**src/rtl/dma_buffer_sequencer_pkg.sv**
```systemverilog
// ============================================================================
// Module   : dma_buffer_sequencer_pkg
// Brief    : Shared constants and state encoding for the host-DMA ring sequencer.
// Revision : 1.0
// ============================================================================
`default_nettype none

package dma_buffer_sequencer_pkg;

  localparam int CMD_DMA_EN_BIT = 23;
  localparam int TLP_WORDS      = 32;

  typedef enum logic [1:0] {
    DSEQ_IDLE      = 2'd0,
    DSEQ_WAIT_DATA = 2'd1,
    DSEQ_REQ       = 2'd2,
    DSEQ_WAIT_DONE = 2'd3
  } dseq_state_t;

endpackage

`default_nettype wire

```
**src/rtl/dma_buffer_sequencer_if.sv**
```systemverilog
// ============================================================================
// Module   : dma_buffer_sequencer_if
// Brief    : Request/ack/done handshake between the sequencer and TLP engine.
// Revision : 1.0
// ============================================================================
`default_nettype none

interface dma_buffer_sequencer_if;

  logic        tlp_req;
  logic [24:0] tlp_offset;
  logic        tlp_ack;
  logic        tlp_done;

  modport master (
    output tlp_req,
    output tlp_offset,
    input  tlp_ack,
    input  tlp_done
  );

  modport slave (
    input  tlp_req,
    input  tlp_offset,
    output tlp_ack,
    output tlp_done
  );

endinterface

`default_nettype wire

```
**src/rtl/dma_buffer_sequencer.sv**
```systemverilog
// ============================================================================
// Module   : dma_buffer_sequencer
// Brief    : Host-DMA ring sequencer: one 128-byte TLP request per FIFO payload,
//            advances the buffer ring and pulses an irq per full buffer.
//            Optional WAIT_DONE watchdog enabled by defining DMA_SEQ_TIMEOUT_EN.
// Revision : 1.0
// ============================================================================
`default_nettype none

module dma_buffer_sequencer
  import dma_buffer_sequencer_pkg::*;
#(
  parameter int N_BUFS         = 16,
  parameter int TIMEOUT_CYCLES = 65535
) (
  input  wire logic                   trn_clk,
  input  wire logic                   pio_reset,
  input  wire logic [31:0]            command,
  input  wire logic [24:0]            dma_size,
  input  wire logic [15:0]            fifo_words,
  input  wire logic                   fifo_full,
  dma_buffer_sequencer_if.master      tlp,
  output logic      [3:0]             dma_curr_buf,
  output logic                        dma_irq,
  output logic      [31:0]            buf_count,
  output logic                        dma_overrun,
  output logic                        dma_timeout
);

  localparam logic [3:0]  c_buf_mask  = 4'(N_BUFS - 1);
  localparam logic [15:0] c_tlp_words = 16'(TLP_WORDS);

  dseq_state_t r_state;
  logic        r_en_d;
  logic [24:0] r_size;
  logic [24:0] r_offset;
  logic        r_tlp_req;
  logic [3:0]  r_curr_buf;
  logic        r_irq;
  logic [31:0] r_buf_count;
  logic        r_overrun;

  logic        w_en;
  logic        w_start;
  logic        w_last_tlp;
  logic        w_unused_cmd;

  assign w_en         = command[CMD_DMA_EN_BIT];
  assign w_unused_cmd = ^{command[31:CMD_DMA_EN_BIT+1], command[CMD_DMA_EN_BIT-1:0]};
  // Only a fresh enable edge seen while idle starts a run; a zero size is ignored.
  assign w_start      = (r_state == DSEQ_IDLE) && w_en && !r_en_d && (dma_size != 25'd0);
  assign w_last_tlp   = (r_offset + 25'd1) == r_size;

`ifdef DMA_SEQ_TIMEOUT_EN
  localparam logic [15:0] c_to_last = 16'(TIMEOUT_CYCLES - 1);
  logic [15:0] r_to_cnt;
  logic        r_timeout;
  assign dma_timeout = r_timeout;
`else
  assign dma_timeout = 1'b0;
`endif

  always_ff @(posedge trn_clk or posedge pio_reset) begin
    if (pio_reset) begin
      r_state     <= DSEQ_IDLE;
      r_en_d      <= 1'b0;
      r_size      <= 25'd0;
      r_offset    <= 25'd0;
      r_tlp_req   <= 1'b0;
      r_curr_buf  <= 4'd0;
      r_irq       <= 1'b0;
      r_buf_count <= 32'd0;
      r_overrun   <= 1'b0;
`ifdef DMA_SEQ_TIMEOUT_EN
      r_to_cnt    <= 16'd0;
      r_timeout   <= 1'b0;
`endif
    end else begin
      r_en_d <= w_en;
      r_irq  <= 1'b0;

      if (w_start) begin
        r_overrun <= 1'b0;
      end else if (fifo_full && w_en) begin
        r_overrun <= 1'b1;
      end

      case (r_state)
        DSEQ_IDLE: begin
          if (w_start) begin
            r_size      <= dma_size;
            r_offset    <= 25'd0;
            r_curr_buf  <= 4'd0;
            r_buf_count <= 32'd0;
`ifdef DMA_SEQ_TIMEOUT_EN
            r_timeout   <= 1'b0;
`endif
            r_state     <= DSEQ_WAIT_DATA;
          end
        end

        DSEQ_WAIT_DATA: begin
          if (!w_en) begin
            r_state <= DSEQ_IDLE;
          end else if (fifo_words >= c_tlp_words) begin
            r_tlp_req <= 1'b1;
            r_state   <= DSEQ_REQ;
          end
        end

        // A dropped enable does not abort an outstanding request.
        DSEQ_REQ: begin
          if (tlp.tlp_ack) begin
            r_tlp_req <= 1'b0;
`ifdef DMA_SEQ_TIMEOUT_EN
            r_to_cnt  <= 16'd0;
`endif
            r_state   <= DSEQ_WAIT_DONE;
          end
        end

        DSEQ_WAIT_DONE: begin
          if (tlp.tlp_done) begin
            if (w_last_tlp) begin
              r_offset    <= 25'd0;
              r_curr_buf  <= (r_curr_buf + 4'd1) & c_buf_mask;
              r_buf_count <= r_buf_count + 32'd1;
              r_irq       <= 1'b1;
            end else begin
              r_offset <= r_offset + 25'd1;
            end
            r_state <= w_en ? DSEQ_WAIT_DATA : DSEQ_IDLE;
          end
`ifdef DMA_SEQ_TIMEOUT_EN
          else if (r_to_cnt == c_to_last) begin
            r_timeout <= 1'b1;
            r_tlp_req <= 1'b0;
            r_state   <= DSEQ_IDLE;
          end else begin
            r_to_cnt <= r_to_cnt + 16'd1;
          end
`endif
        end

        default: begin
          r_state <= DSEQ_IDLE;
        end
      endcase
    end
  end

  assign tlp.tlp_req    = r_tlp_req;
  assign tlp.tlp_offset = r_offset;
  assign dma_curr_buf   = r_curr_buf;
  assign dma_irq        = r_irq;
  assign buf_count      = r_buf_count;
  assign dma_overrun    = r_overrun;

endmodule

`default_nettype wire

```
**src/flat_wrapper.sv**
```systemverilog
// flat-port wrapper written by rule: the top's interface ports become plain ports
module dma_buffer_sequencer_flat import dma_buffer_sequencer_pkg::*;
#(
  parameter int N_BUFS         = 16,
  parameter int TIMEOUT_CYCLES = 65535
)
  (trn_clk, pio_reset, command, dma_size, fifo_words, fifo_full, dma_curr_buf, dma_irq, buf_count, dma_overrun, dma_timeout, tlp_tlp_req, tlp_tlp_offset, tlp_tlp_ack, tlp_tlp_done);
  dma_buffer_sequencer_if tlp_i ();
  input  wire logic trn_clk;
  input  wire logic pio_reset;
  input  wire logic [31:0] command;
  input  wire logic [24:0] dma_size;
  input  wire logic [15:0] fifo_words;
  input  wire logic fifo_full;
  output logic      [3:0] dma_curr_buf;
  output logic dma_irq;
  output logic      [31:0] buf_count;
  output logic dma_overrun;
  output logic dma_timeout;
  output wire logic [$bits(tlp_i.tlp_req)-1:0] tlp_tlp_req;
  output wire logic [$bits(tlp_i.tlp_offset)-1:0] tlp_tlp_offset;
  input wire logic [$bits(tlp_i.tlp_ack)-1:0] tlp_tlp_ack;
  input wire logic [$bits(tlp_i.tlp_done)-1:0] tlp_tlp_done;
  assign tlp_tlp_req = tlp_i.tlp_req;
  assign tlp_tlp_offset = tlp_i.tlp_offset;
  assign tlp_i.tlp_ack = tlp_tlp_ack;
  assign tlp_i.tlp_done = tlp_tlp_done;
  dma_buffer_sequencer #(.N_BUFS(N_BUFS), .TIMEOUT_CYCLES(TIMEOUT_CYCLES)) u_core (.trn_clk(trn_clk), .pio_reset(pio_reset), .command(command), .dma_size(dma_size), .fifo_words(fifo_words), .fifo_full(fifo_full), .tlp(tlp_i), .dma_curr_buf(dma_curr_buf), .dma_irq(dma_irq), .buf_count(buf_count), .dma_overrun(dma_overrun), .dma_timeout(dma_timeout));
endmodule
```
**config.mk**
```make
export PLATFORM = sky130hd
export DESIGN_NAME = dma_buffer_sequencer_flat
export DESIGN_NICKNAME = d
export VERILOG_FILES = /design/src/rtl/dma_buffer_sequencer_pkg.sv /design/src/rtl/dma_buffer_sequencer_if.sv /design/src/rtl/dma_buffer_sequencer.sv /design/src/flat_wrapper.sv
export SDC_FILE = /design/constraint.sdc
export NUM_CORES = 1
export LEC_CHECK = 0
export BUFFER_PORTS_ARGS = -buffer_cell sky130_fd_sc_hd__buf_2
export CORE_MARGIN = 8
export CORE_UTILIZATION = 55
export DETAILED_ROUTE_END_ITERATION = 10
export PLACE_DENSITY = 0.79
export SYNTH_ARGS = -nofsm -noshare
export SYNTH_HDL_FRONTEND = slang
export SYNTH_SLANG_ARGS = --single-unit
```
**constraint.sdc**
```tcl
create_clock -name trn_clk -period 5.4 [get_ports trn_clk]
set_input_delay 0.27 -clock trn_clk [delete_from_list [all_inputs] [get_ports trn_clk]]
set_output_delay 0.27 -clock trn_clk [all_outputs]
set_load 0.02 [all_outputs]
```
==> results of run 1 <==
## synthesized netlist by cell type (3+ instances only)
cell | count | area (µm²)
nand4b_1 | 4 | 35.0
or3_1 | 6 | 37.5
clkbuf_1 | 36 | 135
or4_1 | 18 | 135
o211ai_1 | 14 | 105
dfrtp_1 | 92 | 2300
and3_1 | 19 | 119
o311ai_1 | 11 | 96.3
a31o_2 | 6 | 52.6
a311oi_1 | 4 | 35.0
buf_6 | 3 | 33.8
a211oi_1 | 4 | 30.0
nor2b_1 | 4 | 25.0
and2_1 | 5 | 31.3
nand4_1 | 18 | 113
o31ai_1 | 8 | 60.1
nand3_1 | 40 | 200
o22ai_1 | 3 | 18.8
xor2_1 | 16 | 140
xnor2_1 | 19 | 166
nand2_1 | 132 | 495
and4_1 | 3 | 26.3
a21o_1 | 5 | 37.5
a211o_1 | 6 | 52.6
a32oi_1 | 7 | 61.3
a31oi_1 | 3 | 18.8
a22oi_1 | 7 | 52.6
inv_1 | 23 | 86.3
o21ai_1 | 3 | 15.0
o41ai_1 | 5 | 43.8
nor4_1 | 24 | 150
ha_1 | 3 | 37.5
nor3_1 | 21 | 105
mux2i_1 | 3 | 30.0
o21ai_0 | 27 | 135
a21oi_1 | 19 | 95.1
a22o_1 | 10 | 87.6
nor2_1 | 33 | 124
buf_2 | 9 | 45.0
## per-stage QoR
step           std cells  worst slack, ns  hold WS, ns  power (W)
2_1_floorplan        701             1.62        0.301    0.00214
3_3_place_gp         900             1.19        0.445    0.00251
3_5_place_dp         900             1.10        0.456    0.00257
4_1_cts              916             1.07       0.0567    0.00310
5_1_grt              916            0.879       0.0921    0.00333
6_report             916             1.00       0.0311    0.00311
## state kept, by name (all words and copies together) (netlist names), named ones only
register / flops
u_core.dma_overrun: 1
u_core.buf_count: 32
u_core.r_size: 25
u_core.tlp.tlp_req: 1
u_core.r_en_d: 1
u_core.r_state: 1
u_core.dma_curr_buf: 4
u_core.dma_irq: 1
u_core.tlp.tlp_offset: 25
## how the worst min path moves through the flow
stage / to / slack [ns] / cells past startpoint
floorplan: u_core.r_en_d / 0.30 / 0
global placement: u_core.buf_count[30] / 0.44 / 2
detailed placement: u_core.buf_count[30] / 0.46 / 2
CTS: u_core.buf_count[30] / 0.06 / 2
global route: u_core.r_en_d / 0.09 / 1
finish: u_core.buf_count[27] / 0.03 / 2
## cells by family after synthesis
family,after synthesis,synth area share
AND/OR/NAND/NOR,342,0.299
flip-flops,92,0.397
other,1,0.000646
AO/OA/AOI/OAI,150,0.184
multiplexers,3,0.00517
XOR/XNOR,35,0.0528
buffers and inverters,75,0.0550
adder cells (fa/ha/maj),3,0.00647
## per-layer routing
metal	global-route usage	wire, µm	vias up
li1	-	-	2725
met1	0.317	7400	2814
met2	0.371	7890	250
met3	0.0476	1140	33
met4	0.0838	344	0
met5	0	0	-
## area by class of cell
cell class	instances	share of cell area
Clock buffer	10	0.0209
Clock inverter	6	0.0131
Inverter	24	0.0139
Multi-Input combinational cell	534	0.486
Sequential cell	92	0.350
Tap cell	136	0.0259
Timing Repair Buffer	114	0.0902
## power breakdown
group	leakage (nW)	internal [W]	total [W]	switching [W]
clock network	0.113	0.000274	0.000534	0.000260
logic	1.75	0.000507	0.00132	0.000815
registers	1.18	0.000908	0.00125	0.000345
==> results.ini, run 1 <==
[placed_design]
dpl-instance-area_um2 = 6350
dp_hpwl_um = 11900
port_buffers = 105
gp_routability_congestion = 0.906

[setup_path]
endpoint_kind = flip-flop
cp_max_fo = 37
crit_cells = 8
critPathTopFamily = simple AND/OR/NAND/NOR gates
crit_type = flip-flop to flip-flop
cp.buffers_inverters = 0
reg2reg_to = u_core.buf_count[7]
crit_start = u_core.tlp.tlp_offset[4]
critPathLaunchType = flip-flop
slowest_delay_ns = 0.79
endpoint = u_core.buf_count[7]
r2r_slack_ns = 1.00
cp_data_arrival_time_ns = 4.67
rr_worst_depth = 8
cpMaxStageDelayCell = or4_1
path_cells = nand3_1 > or4_1 > or3_1 > a211o_1 > or4_4 > or4_4 > or4_1 > o211ai_1
r2r-start = u_core.tlp.tlp_offset[4]
critPathRequiredTime_ns = 5.67

[drt]
vias_per_cell = 6.36
avgRoutedWirePerCell_um = 18.3
ant_nets = 0
finalWirelength_um = 16800
firstDrtPassIters = 5
via_count = 5822
drt_iter0_markers = 741
drc = 0

[grt]
grt_max_degree = 49
grt.overflow.total = 0
antenna_found_initial = 0
grt_use_total = 0.236
grt_pass1_wl_um = 27800
grt_pass1_vias = 5548

[logic_synthesis]
syn_inst = 701
synth_top_flop_cell = dfrtp_1
ys_async_sr_fraction = 1.00
syn_area_um2 = 5800
synth_edf_count = 0
synth_fp_nets = 782
synth-seq-cells = 92
synth.distinct_cells = 61
synth-seq-area-share = 0.397
yosys_warnings = 0
synth.avg_cell_area_um2 = 8.28

[power]
vdd_drop_max_v = 0.000265
power_leakage_nw = 3.04
p_per_area_nw_per_um2 = 473

[finish]
syn_to_final_growth_pct = 13.3
final_design_area_no_fill_um2 = 6580
final-seq-area_um2 = 2300
final.fill_count = 919
post-route-util = 0.640
drive_above_1_share = 0.186
layout_commonest_cell = nand2_1
nets = 856
final_cell_mix = nand2_1, buf_2, dfrtp_1
diodes = 0
multi_input_area_um2 = 3200

[cts]
clkTransAtPathRegs_ns = 0.10
postCtsSetupRepairBufs = 0
cts-resized-gates = 0
cts_buffers = 9
clock_latency_ns = 0.37
clock_path_buffers = 2
cts_root_buf = clkbuf_8
clkSinkCount = 92
htreeDepth = 3
cts_tree = built
ctsHoldBuffers = 0

[floorplanning]
boundaryPins = 143
core_area_um2 = 10300
row_count = 37
die_h_um = 119
start_util = 0.565
fp.dieArea_um2 = 14100
die_x_um = 119

[timing]
post-route-min-period_ns = 4.40
finalSetupTns_ns = 0
period_share = 0.814
setup_viol = 0
slew_viol_final = 0
clock_skew_ns = 0.00922
relSlewSlack = 0.406
fmax_ghz = 0.227
tightest_slew_ns = 0.887
hold_viol = 0
rsz0062_at_grt = false

[worst_hold_path]
min_path_type = input port to async pin

[run]
max-cap-violations = 0

[run_status]
outcome = completed

Note: power is estimated with default switching activity, not from simulation.
==> run 2, diff against run 1 <==
--- a/config.mk
+++ b/config.mk
@@ -7,9 +7,9 @@
 export LEC_CHECK = 0
 export BUFFER_PORTS_ARGS = -buffer_cell sky130_fd_sc_hd__buf_2
 export CORE_MARGIN = 8
-export CORE_UTILIZATION = 55
+export CORE_UTILIZATION = 54
 export DETAILED_ROUTE_END_ITERATION = 10
-export PLACE_DENSITY = 0.79
+export PLACE_DENSITY = 0.78
 export SYNTH_ARGS = -nofsm -noshare
 export SYNTH_HDL_FRONTEND = slang
 export SYNTH_SLANG_ARGS = --single-unit
==> constraint.sdc (replaced) <==
create_clock -name trn_clk -period 4.6 [get_ports trn_clk]
set_input_delay 0.23 -clock trn_clk [delete_from_list [all_inputs] [get_ports trn_clk]]
set_output_delay 0.23 -clock trn_clk [all_outputs]
set_load 0.02 [all_outputs]
==> run 2 against run 1 <==
Critical path depth unchanged. Wire length increased by 1.8%. First-iteration DRC count increased by 1.8%.
==> results.ini, run 2 (synthesis gave the netlist of run 1 again) <==
[cts]
clkSinkCount = 92  ; unchanged
postCtsSetupRepairBufs = 0  ; unchanged
cts_buffers = 9  ; unchanged
cts_root_buf = clkbuf_8
cts-resized-gates = 0  ; unchanged
cts_tree = built
clock_path_buffers = 2  ; unchanged
htreeDepth = 3  ; unchanged
clock_latency_ns = 0.37  ; about the same
clkTransAtPathRegs_ns = 0.09  ; about the same

[finish]
drive_above_1_share = 0.190  ; +0.00367
final_cell_mix = nand2_1, buf_2, dfrtp_1
nets = 862  ; +0.70%
post-route-util = 0.621  ; -0.0185
largest_reg_flops = 32  ; unchanged
layout_commonest_cell = nand2_1
diodes = 0  ; unchanged
syn_to_final_growth_pct = 14.0
final.fill_count = 961  ; +4.6%

[timing]
slew_viol_final = 0  ; unchanged
period_share = 0.901  ; +0.0869
post-route-min-period_ns = 4.14  ; -0.251 ns
fmax_ghz = 0.241  ; +6.1%
setup_viol = 0  ; unchanged
relSlewSlack = 0.317  ; -0.0898
rsz0062_at_grt = false
tightest_slew_ns = 1.02  ; +0.134 ns
hold_viol = 0  ; unchanged
finalSetupTns_ns = 0  ; unchanged
clock_skew_ns = 0.0132  ; +0.00401 ns

[drt]
ant_nets = 0  ; unchanged
avgRoutedWirePerCell_um = 18.4  ; +0.72%
vias_per_cell = 6.45  ; +1.5%
drc = 0  ; unchanged
via_count = 5971  ; +2.6%
finalWirelength_um = 17100  ; +1.8%
drt_iter0_markers = 754  ; +1.8%
firstDrtPassIters = 5  ; unchanged

[placed_design]
gp_routability_congestion = 0.922  ; +1.8%
port_buffers = 105  ; unchanged
dp_hpwl_um = 12100  ; +1.6%

[setup_path]
critPathRequiredTime_ns = 4.88  ; -0.79 ns
cp_max_fo = 37  ; unchanged
crit_start = u_core.tlp.tlp_offset[0]
slowest_delay_ns = 0.72  ; -0.07 ns
critPathLaunchType = flip-flop
cpMaxStageDelayCell = or4_1
critPathTopFamily = simple AND/OR/NAND/NOR gates
cp_data_arrival_time_ns = 4.43  ; -0.24 ns
crit_type = flip-flop to flip-flop
cp.buffers_inverters = 0  ; unchanged
r2r-start = u_core.tlp.tlp_offset[0]
path_cells = nand4_4 > or4_1 > or3_1 > a211o_1 > or4_4 > or4_4 > or4_1 > o211ai_1
endpoint_kind = flip-flop

[power]
vdd_drop_max_v = 0.000303  ; +15%
power_leakage_nw = 3.06  ; +0.89%
p_per_area_nw_per_um2 = 546  ; +15%

[floorplanning]
die_x_um = 120  ; +0.80%
row_count = 38  ; +2.7%
start_util = 0.545  ; -0.0198
boundaryPins = 143  ; unchanged
core_area_um2 = 10700  ; +3.6%
fp.dieArea_um2 = 14300  ; +1.6%
die_h_um = 120  ; +0.80%

[worst_hold_path]
hp-start = command[23]
min_path_type = input port to flip-flop

[grt]
grt_pass1_vias = 5618  ; +1.3%
grt_max_degree = 58  ; +18%
grt_pass1_wl_um = 28200  ; +1.5%
grt.overflow.total = 0  ; unchanged
antenna_found_initial = 0  ; unchanged
grt_use_total = 0.239  ; +0.00284

[run_status]
outcome = completed

[run]
max-cap-violations = 0  ; unchanged

## run 2: area by class of cell
cell class / count / area (µm²) / share of cell area
multi-input cells: 534 / 3200 / 0.483
flip-flops and latches: 92 / 2300 / 0.348
repair buffers: 120 / 641 / 0.0968
well taps: 140 / 175 / 0.0265
clock buffers: 13 / 169 / 0.0255
inverters: 24 / 91.3 / 0.0138
clock inverters: 3 / 43.8 / 0.00662
## run 2: where the power goes
part	total [W]	switching [W]	internal, W
logic	0.00156	0.000965	0.000599
clock network	0.000592	0.000295	0.000297
registers	0.00145	0.000387	0.00107
total	0.00361	0.00165	0.00196
## run 2: what timing repair did
action                                  4_1_cts  5_1_grt
endpoints found under the hold margin        35        0
hold buffers                                  1        0
endpoints found under the setup margin        0        0
## run 2: path summary, 6_finish.rpt
path	to	slack (ns)	depth (start not counted)
worst max-delay path	u_core.buf_count[7]	0.46	8
worst min-delay path	u_core.r_en_d	0.06	1
worst max register to register	u_core.buf_count[7]	0.46	8
worst min register to register	u_core.dma_overrun	0.49	2
max in group asynchronous	u_core.r_size[10]	2.95	4
min in group asynchronous	u_core.buf_count[26]	0.47	3
## run 2: metrics by stage
stage          hold slack (ns)  power (W)  cells  area, µm²  worst slack [ns]
3_5_place_dp             0.336    0.00301    909       6390             0.520
6_report                0.0645    0.00361    926       6620             0.455
3_3_place_gp             0.324    0.00296    909       6390             0.545
4_1_cts                 0.0564    0.00360    926       6620             0.490
5_1_grt                 0.0412    0.00387    926       6620             0.266
2_1_floorplan            0.261    0.00251    701       5800             0.822
## run 2: layer usage
layer,up-vias,routed length (µm),track usage
li1,2753,-,-
met2,270,8160,0.375
met5,-,0,0
met3,33,1190,0.0479
met1,2915,7360,0.320
met4,0,352,0.0890
